==> src/rtl/multi_cycle_processor_if.sv <==
// Shared instruction/data memory port for multi_cycle_processor.
// Single req/ready handshake; the core is master, the memory is slave.
interface multi_cycle_processor_if #(
  parameter int XLEN = 32
);
  logic            mem_req;
  logic            mem_we;
  logic [XLEN-1:0] mem_addr;
  logic [XLEN-1:0] mem_wdata;
  logic            mem_ready;
  logic [XLEN-1:0] mem_rdata;

  modport master (
    output mem_req,
    output mem_we,
    output mem_addr,
    output mem_wdata,
    input  mem_ready,
    input  mem_rdata
  );

  modport slave (
    input  mem_req,
    input  mem_we,
    input  mem_addr,
    input  mem_wdata,
    output mem_ready,
    output mem_rdata
  );
endinterface

==> src/rtl/multi_cycle_processor.sv <==
// Multi-cycle RV32I-subset core with one shared memory port.
// FETCH/DECODE/EXEC/MEM/WB sequencing; sticky HALT on faults.
module multi_cycle_processor #(
  parameter int              XLEN     = 32,
  parameter logic [XLEN-1:0] RESET_PC = '0
) (
  input  logic                    clk,
  input  logic                    rst,
  multi_cycle_processor_if.master mem,
  output logic [XLEN-1:0]         pc_out,
  output logic                    retire,
  output logic                    halt
);

  typedef enum logic [2:0] {
    S_FETCH,
    S_DECODE,
    S_EXEC,
    S_MEM,
    S_WB,
    S_HALT
  } state_t;

  localparam logic [6:0] OP_R   = 7'b0110011;
  localparam logic [6:0] OP_I   = 7'b0010011;
  localparam logic [6:0] OP_LD  = 7'b0000011;
  localparam logic [6:0] OP_ST  = 7'b0100011;
  localparam logic [6:0] OP_BR  = 7'b1100011;
  localparam logic [6:0] OP_JAL = 7'b1101111;

  state_t          state;
  logic [XLEN-1:0] pc;
  logic [31:0]     ir;
  logic [XLEN-1:0] a_q;
  logic [XLEN-1:0] b_q;
  logic [XLEN-1:0] imm_q;
  logic [XLEN-1:0] addr_q;
  logic [XLEN-1:0] res_q;
  logic [XLEN-1:0] rf [32];

  logic [6:0] opc;
  logic [6:0] f7;
  logic [2:0] f3;
  logic [4:0] rd;
  logic [4:0] rs1;
  logic [4:0] rs2;

  assign opc = ir[6:0];
  assign f7  = ir[31:25];
  assign f3  = ir[14:12];
  assign rd  = ir[11:7];
  assign rs1 = ir[19:15];
  assign rs2 = ir[24:20];

  logic is_r;
  logic is_i;
  logic is_ld;
  logic is_st;
  logic is_br;
  logic is_jal;
  logic legal;

  assign is_r   = opc == OP_R;
  assign is_i   = opc == OP_I;
  assign is_ld  = opc == OP_LD;
  assign is_st  = opc == OP_ST;
  assign is_br  = opc == OP_BR;
  assign is_jal = opc == OP_JAL;

  // Legal opcode/funct3 combinations of the supported subset
  always_comb begin
    legal = 1'b0;
    unique case (1'b1)
      is_r: begin
        legal = (f3 inside {3'b000, 3'b010, 3'b011,
                            3'b100, 3'b110, 3'b111})
             && ((f7 == 7'h00)
             || (f7 == 7'h20 && f3 == 3'b000));
      end
      is_i: begin
        legal = f3 inside {3'b000, 3'b010, 3'b100,
                           3'b110, 3'b111};
      end
      is_ld, is_st: legal = f3 == 3'b010;
      is_br: begin
        legal = f3 inside {3'b000, 3'b001,
                           3'b100, 3'b101};
      end
      is_jal: legal = 1'b1;
      default: legal = 1'b0;
    endcase
  end

  logic [31:0]     imm32;
  logic [XLEN-1:0] imm_ext;

  // Immediate generator for I/S/B/J formats
  always_comb begin
    imm32 = {{20{ir[31]}}, ir[31:20]};
    unique case (1'b1)
      is_st: begin
        imm32 = {{20{ir[31]}}, ir[31:25], ir[11:7]};
      end
      is_br: begin
        imm32 = {{19{ir[31]}}, ir[31], ir[7],
                 ir[30:25], ir[11:8], 1'b0};
      end
      is_jal: begin
        imm32 = {{11{ir[31]}}, ir[31], ir[19:12],
                 ir[20], ir[30:21], 1'b0};
      end
      default: ;
    endcase
  end

  assign imm_ext = XLEN'($signed(imm32));

  logic [XLEN-1:0] opb;
  logic [XLEN-1:0] alu_y;

  assign opb = is_r ? b_q : imm_q;

  // ALU for R-type and I-type arithmetic
  always_comb begin
    alu_y = a_q + opb;
    unique case (f3)
      3'b000: begin
        alu_y = (is_r && ir[30]) ? a_q - opb
                                 : a_q + opb;
      end
      3'b010: begin
        alu_y = XLEN'($signed(a_q) < $signed(opb));
      end
      3'b011: alu_y = XLEN'(a_q < opb);
      3'b100: alu_y = a_q ^ opb;
      3'b110: alu_y = a_q | opb;
      3'b111: alu_y = a_q & opb;
      default: ;
    endcase
  end

  logic            eq;
  logic            lt;
  logic            taken;
  logic [XLEN-1:0] pc_plus4;
  logic [XLEN-1:0] pc_imm;
  logic [XLEN-1:0] br_tgt;
  logic [XLEN-1:0] ls_addr;

  assign eq = a_q == b_q;
  assign lt = $signed(a_q) < $signed(b_q);

  // Branch condition select
  always_comb begin
    taken = 1'b0;
    unique case (f3)
      3'b000: taken = eq;
      3'b001: taken = !eq;
      3'b100: taken = lt;
      3'b101: taken = !lt;
      default: taken = 1'b0;
    endcase
  end

  assign pc_plus4 = pc + XLEN'(4);
  assign pc_imm   = pc + imm_q;
  assign br_tgt   = taken ? pc_imm : pc_plus4;
  assign ls_addr  = a_q + imm_q;

  // Main sequencer: state, PC, IR, operands, register file
  always_ff @(posedge clk or negedge rst) begin
    if (!rst) begin
      state  <= S_FETCH;
      pc     <= RESET_PC;
      ir     <= '0;
      a_q    <= '0;
      b_q    <= '0;
      imm_q  <= '0;
      addr_q <= '0;
      res_q  <= '0;
      retire <= 1'b0;
      for (int i = 0; i < 32; i++) begin
        rf[i] <= '0;
      end
    end else begin
      retire <= 1'b0;
      unique case (state)
        S_FETCH: begin
          if (mem.mem_ready) begin
            ir    <= mem.mem_rdata[31:0];
            state <= S_DECODE;
          end
        end
        S_DECODE: begin
          a_q   <= rf[rs1];
          b_q   <= rf[rs2];
          imm_q <= imm_ext;
          state <= legal ? S_EXEC : S_HALT;
        end
        S_EXEC: begin
          unique case (1'b1)
            is_ld, is_st: begin
              if (ls_addr[1:0] != 2'b00) begin
                state <= S_HALT;
              end else begin
                addr_q <= ls_addr;
                state  <= S_MEM;
              end
            end
            is_br: begin
              if (br_tgt[1:0] != 2'b00) begin
                state <= S_HALT;
              end else begin
                pc     <= br_tgt;
                retire <= 1'b1;
                state  <= S_FETCH;
              end
            end
            is_jal: begin
              if (pc_imm[1:0] != 2'b00) begin
                state <= S_HALT;
              end else begin
                res_q <= pc_plus4;
                pc    <= pc_imm;
                state <= S_WB;
              end
            end
            default: begin
              res_q <= alu_y;
              state <= S_WB;
            end
          endcase
        end
        S_MEM: begin
          if (mem.mem_ready) begin
            if (is_st) begin
              pc     <= pc_plus4;
              retire <= 1'b1;
              state  <= S_FETCH;
            end else begin
              res_q <= mem.mem_rdata;
              state <= S_WB;
            end
          end
        end
        S_WB: begin
          if (rd != 5'd0) begin
            rf[rd] <= res_q;
          end
          if (!is_jal) begin
            pc <= pc_plus4;
          end
          retire <= 1'b1;
          state  <= S_FETCH;
        end
        S_HALT: state <= S_HALT;
        default: state <= S_HALT;
      endcase
    end
  end

  assign mem.mem_req   = rst
                      && (state == S_FETCH
                      || state == S_MEM);
  assign mem.mem_we    = (state == S_MEM) && is_st;
  assign mem.mem_addr  = (state == S_MEM) ? addr_q : pc;
  assign mem.mem_wdata = b_q;
  assign pc_out        = pc;
  assign halt          = state == S_HALT;

endmodule

==> src/flat_wrapper.sv <==
// flat-port wrapper written by rule: the top's interface ports become plain ports
module multi_cycle_processor_flat 
#(
  parameter int              XLEN     = 32,
  parameter logic [XLEN-1:0] RESET_PC = '0
)
  (clk, rst, pc_out, retire, halt, mem_mem_req, mem_mem_we, mem_mem_addr, mem_mem_wdata, mem_mem_ready, mem_mem_rdata);
  multi_cycle_processor_if #(.XLEN(XLEN)) mem_i ();
  input  logic clk;
  input  logic rst;
  output logic [XLEN-1:0] pc_out;
  output logic retire;
  output logic halt;
  output wire logic [$bits(mem_i.mem_req)-1:0] mem_mem_req;
  output wire logic [$bits(mem_i.mem_we)-1:0] mem_mem_we;
  output wire logic [$bits(mem_i.mem_addr)-1:0] mem_mem_addr;
  output wire logic [$bits(mem_i.mem_wdata)-1:0] mem_mem_wdata;
  input wire logic [$bits(mem_i.mem_ready)-1:0] mem_mem_ready;
  input wire logic [$bits(mem_i.mem_rdata)-1:0] mem_mem_rdata;
  assign mem_mem_req = mem_i.mem_req;
  assign mem_mem_we = mem_i.mem_we;
  assign mem_mem_addr = mem_i.mem_addr;
  assign mem_mem_wdata = mem_i.mem_wdata;
  assign mem_i.mem_ready = mem_mem_ready;
  assign mem_i.mem_rdata = mem_mem_rdata;
  multi_cycle_processor #(.XLEN(XLEN), .RESET_PC(RESET_PC)) u_core (.clk(clk), .rst(rst), .mem(mem_i), .pc_out(pc_out), .retire(retire), .halt(halt));
endmodule
==> config.mk <==
export PLATFORM = sky130hd
export DESIGN_NAME = multi_cycle_processor_flat
export DESIGN_NICKNAME = d
export VERILOG_FILES = /design/src/rtl/multi_cycle_processor_if.sv /design/src/rtl/multi_cycle_processor.sv /design/src/flat_wrapper.sv
export SDC_FILE = /design/constraint.sdc
export NUM_CORES = 2
export LEC_CHECK = 0
export CAP_MARGIN = 20
export CORE_ASPECT_RATIO = 1.25
export CORE_MARGIN = 8
export CORE_UTILIZATION = 40
export DETAILED_ROUTE_END_ITERATION = 7
export PLACE_DENSITY = 0.52
export SYNTH_ARGS = -nofsm -noshare
export SYNTH_HDL_FRONTEND = slang
export SYNTH_SLANG_ARGS = --single-unit
==> constraint.sdc <==
create_clock -name clk -period 5.54 [get_ports clk]
set_input_delay 1.108 -clock clk [delete_from_list [all_inputs] [get_ports clk]]
set_output_delay 1.108 -clock clk [all_outputs]
set_load 0.02 [all_outputs]
==> flow_summary.yaml <==
placement:
  hpwl_um: 157000
  port_buffers: 134
  place_inst: 7782
  placed_area_sq_um: 77160
  routabilityCongestion: 0.9866
routing:
  via_per_inst: 6.186
  vias: 49720
  ant_nets: 0
  first_pass_iters: 6
  drc: 0
  routed_wl_um: 251700
  post_drt_wl_per_cell_um: 31.32
  drt_iter0_markers: 4327
pwr:
  clkPwrFrac_pct: 48.3
  p_int_mw: 14.83
  combPwrFrac_pct: 4.7
  swShare_pct: 24.14
  switchingPower_mw: 4.717
  p_seq_share_pct: 47.0
  powerDensity_nw_per_um2: 238.2
  p_leak_nw: 36.64
  ir_worst_vdd_v: 0.0001721
  total_power_mw: 19.54
floorplanning:
  die_y_um: 493.3
  rows: 175
  dieWidth_um: 397.8
  ios: 135
  die_area_sq_um: 196200
  start_util_pct: 40.16
  coreArea_sq_um: 181500
sta:
  relSlewSlack_pct: 25.35
  period_needed_ns: 5.273
  tightest_slew_ns: 1.120
  rsz0062_at_grt: "false"
  setup_viol: 0
  holdWs_ns: 0.2162
  fin_tns_setup_ns: 0
  fin_crit_sh_pct: 95.19
  final-hold-violation-count: 0
  skew_ns: 0.05309
  max_freq_ghz: 0.1896
  drv_slew: 0
grt:
  first_global_vias: 50850
  grt_overflow: 0
  grt_max_degree: 153
  track_usage_pct: 25.30
  grt_antenna_before_repair: 8
  grt_pass1_wl_um: 365900
hold_path:
  hp-class: "input pin to asynchronous set/reset pin"
setup_path:
  startpoint_type: "flop"
  cp_max_fo: 8
  cpMaxStageDelayCell: "o31ai_1"
  cp-end-kind: "flop"
  cp.arrival_ns: 5.95
  path_cells: "nor3_1, and4_2, mux2_2, ha_1, fa_1, or2_2, a221oi_1, or4_1, nand2_1, o31ai_2, a31oi_1, o31ai_1, a21oi_1, xnor2_1, a211oi_1, nor2_1"
  crit_family: "compound AO/OA/AOI/OAI gates"
  criticalPathCategory: "flop to flop"
  slowest_delay_ns: 0.49
  crit_buf_inv: 0
  crit_required_ns: 6.21
finish:
  final_common_cell: "dfrtp_1"
  syn2layout_area_growth_pct: 12.58
  stdcell_count: 8038
  design_area_sq_um: 82060
  final_cell_mix: "dfrtp_1, mux2_2, mux4_2, a21oi_1, nand2_1"
  final.fill_count: 16390
  final_nets: 5772
  drive_gt1_share_pct: 37.91
clocking:
  ctsResizeCount: 0
  cts_hold_buffers: 0
  cts_sinks: 1241
  clkTransAtPathRegs_ns: 0.07
  cts_buffers: 136
  cts_setup_buffers: 0
  htreeDepth: 4
  cts_root_buf: "clkbuf_16"
  clock_latency_ns: 0.80
  cts_buffer_depth: 3
  cts_tree: "yes"
logic_synthesis:
  ys_seq_elements: 1241
  syn_area_sq_um: 72890
  synthArstFlopShare_pct: 100.0
  yosysWarnings: 0
  synthFlopType: "dfrtp_1"
  synth.distinct_cells: 80
  avgSynthCellArea_sq_um: 12.96
  synth_edf_count: 0
  syn_nets: 5855
  ys_seq_area_share_pct: 42.60
  synthCells: 5625
outcome:
  status: "finished clean"
run:
  drv_cap: 0
==> registers in the layout, summed over array words and instances, names as in the netlist <==
name	count
u_core.imm_q	21
u_core.mem.mem_wdata	32
u_core.addr_q	32
u_core.retire	1
u_core.res_q	32
u_core.state	3
u_core.ir	32
u_core.a_q	32
u_core.pc_out	32
u_core.rf	1024
==> logic make-up after synthesis <==
logic type / after synthesis / share of synthesized area [%]
mux: 1766 / 37.04
flops: 1241 / 42.60
simple gates: 820 / 5.055
compound gates: 811 / 6.907
buf+inv: 663 / 3.452
fa+ha+maj: 195 / 3.388
xor+xnor: 129 / 1.550
==> per-stage QoR <==
stage / util [%] / setup WS [ns]
3_3_place_gp: 42.47 / 0.3212
5_1_grt: 45.20 / 0.003057
3_5_place_dp: 42.51 / 0.3000
4_1_cts: 45.04 / 0.3125
2_1_floorplan: - / 1.054
6_report: 45.21 / 0.2666
==> area by class of cell <==
type | instances | area (sq um) | area share [%]
Sequential cell | 1241 | 31090 | 37.89
Multi-Input combinational cell | 3721 | 39610 | 48.27
Clock buffer | 200 | 4059 | 4.946
Tap cell | 2389 | 2989 | 3.643
Antenna cell | 2 | 5.005 | 0.006099
Clock inverter | 43 | 534.3 | 0.6511
Timing Repair Buffer | 292 | 3206 | 3.906
Inverter | 150 | 563.0 | 0.6862
==> worst paths after layout <==
| check | startpoint | end | slack, ns | cells past startpoint |
|---|---|---|---|---|
| worst max-delay path | u_core.ir[3] | u_core.res_q[28] | 0.27 | 16 |
| worst min-delay path | rst | u_core.rf[938] | 0.22 | 1 |
| worst max register to register | u_core.ir[3] | u_core.res_q[28] | 0.27 | 16 |
| worst min register to register | u_core.rf[997] | u_core.rf[997] | 0.39 | 0 |
| max in group asynchronous | rst | u_core.rf[634] | 3.24 | 3 |
| min in group clk | u_core.rf[997] | u_core.rf[997] | 0.39 | 0 |
==> cells in the mapped netlist, types with 10 or more instances <==
cell	number	area, sq um
clkbuf_1	336	1261
o22a_1	11	96.34
mux2i_1	76	760.7
o21a_1	17	127.6
xnor2_1	89	779.5
nor2_1	272	1021
nor2b_1	34	212.7
and2_1	14	87.58
a21oi_1	307	1536
xor2_1	40	350.3
nor3b_1	10	75.07
o221ai_1	17	148.9
nand2b_1	25	156.4
inv_1	148	555.5
a31oi_1	27	168.9
or3_1	11	68.82
ha_1	191	2390
nand2_1	287	1077
mux2_2	1049	11810
nor4_1	10	62.56
o21bai_1	22	165.2
nor3_1	47	235.2
o22ai_1	20	125.1
a211oi_1	31	232.7
and3_1	17	106.4
dfrtp_1	1241	31050
nand3_1	43	215.2
nand4_1	15	93.84
a221oi_1	13	113.9
o211ai_1	24	180.2
buf_1	166	623.1
a21o_1	54	405.4
o21ai_0	161	805.8
o31ai_1	19	142.6
mux4_2	640	14410
==> routing by layer <==
layer	global-route usage, %	share of wire [%]	wire length, um	vias up
li1	-	-	-	21040
met2	40.82	47	118400	1673
met5	0	0	0	-
met4	8.857	3.8	9680	0
met3	3.599	5.9	14760	431
met1	35.07	43	108900	26580
==> power groups by stage <==
stage / clock [mW] / combinational [mW] / sequential, mW
2_1_floorplan: 0 / 0.509 / 9.25
3_3_place_gp: 0 / 0.930 / 9.35
3_5_place_dp: 0 / 0.928 / 9.35
4_1_cts: 9.65 / 0.929 / 9.18
5_1_grt: 9.98 / 0.990 / 9.18
6_report: 9.44 / 0.918 / 9.18
Note: power is estimated with default switching activity, not from simulation.
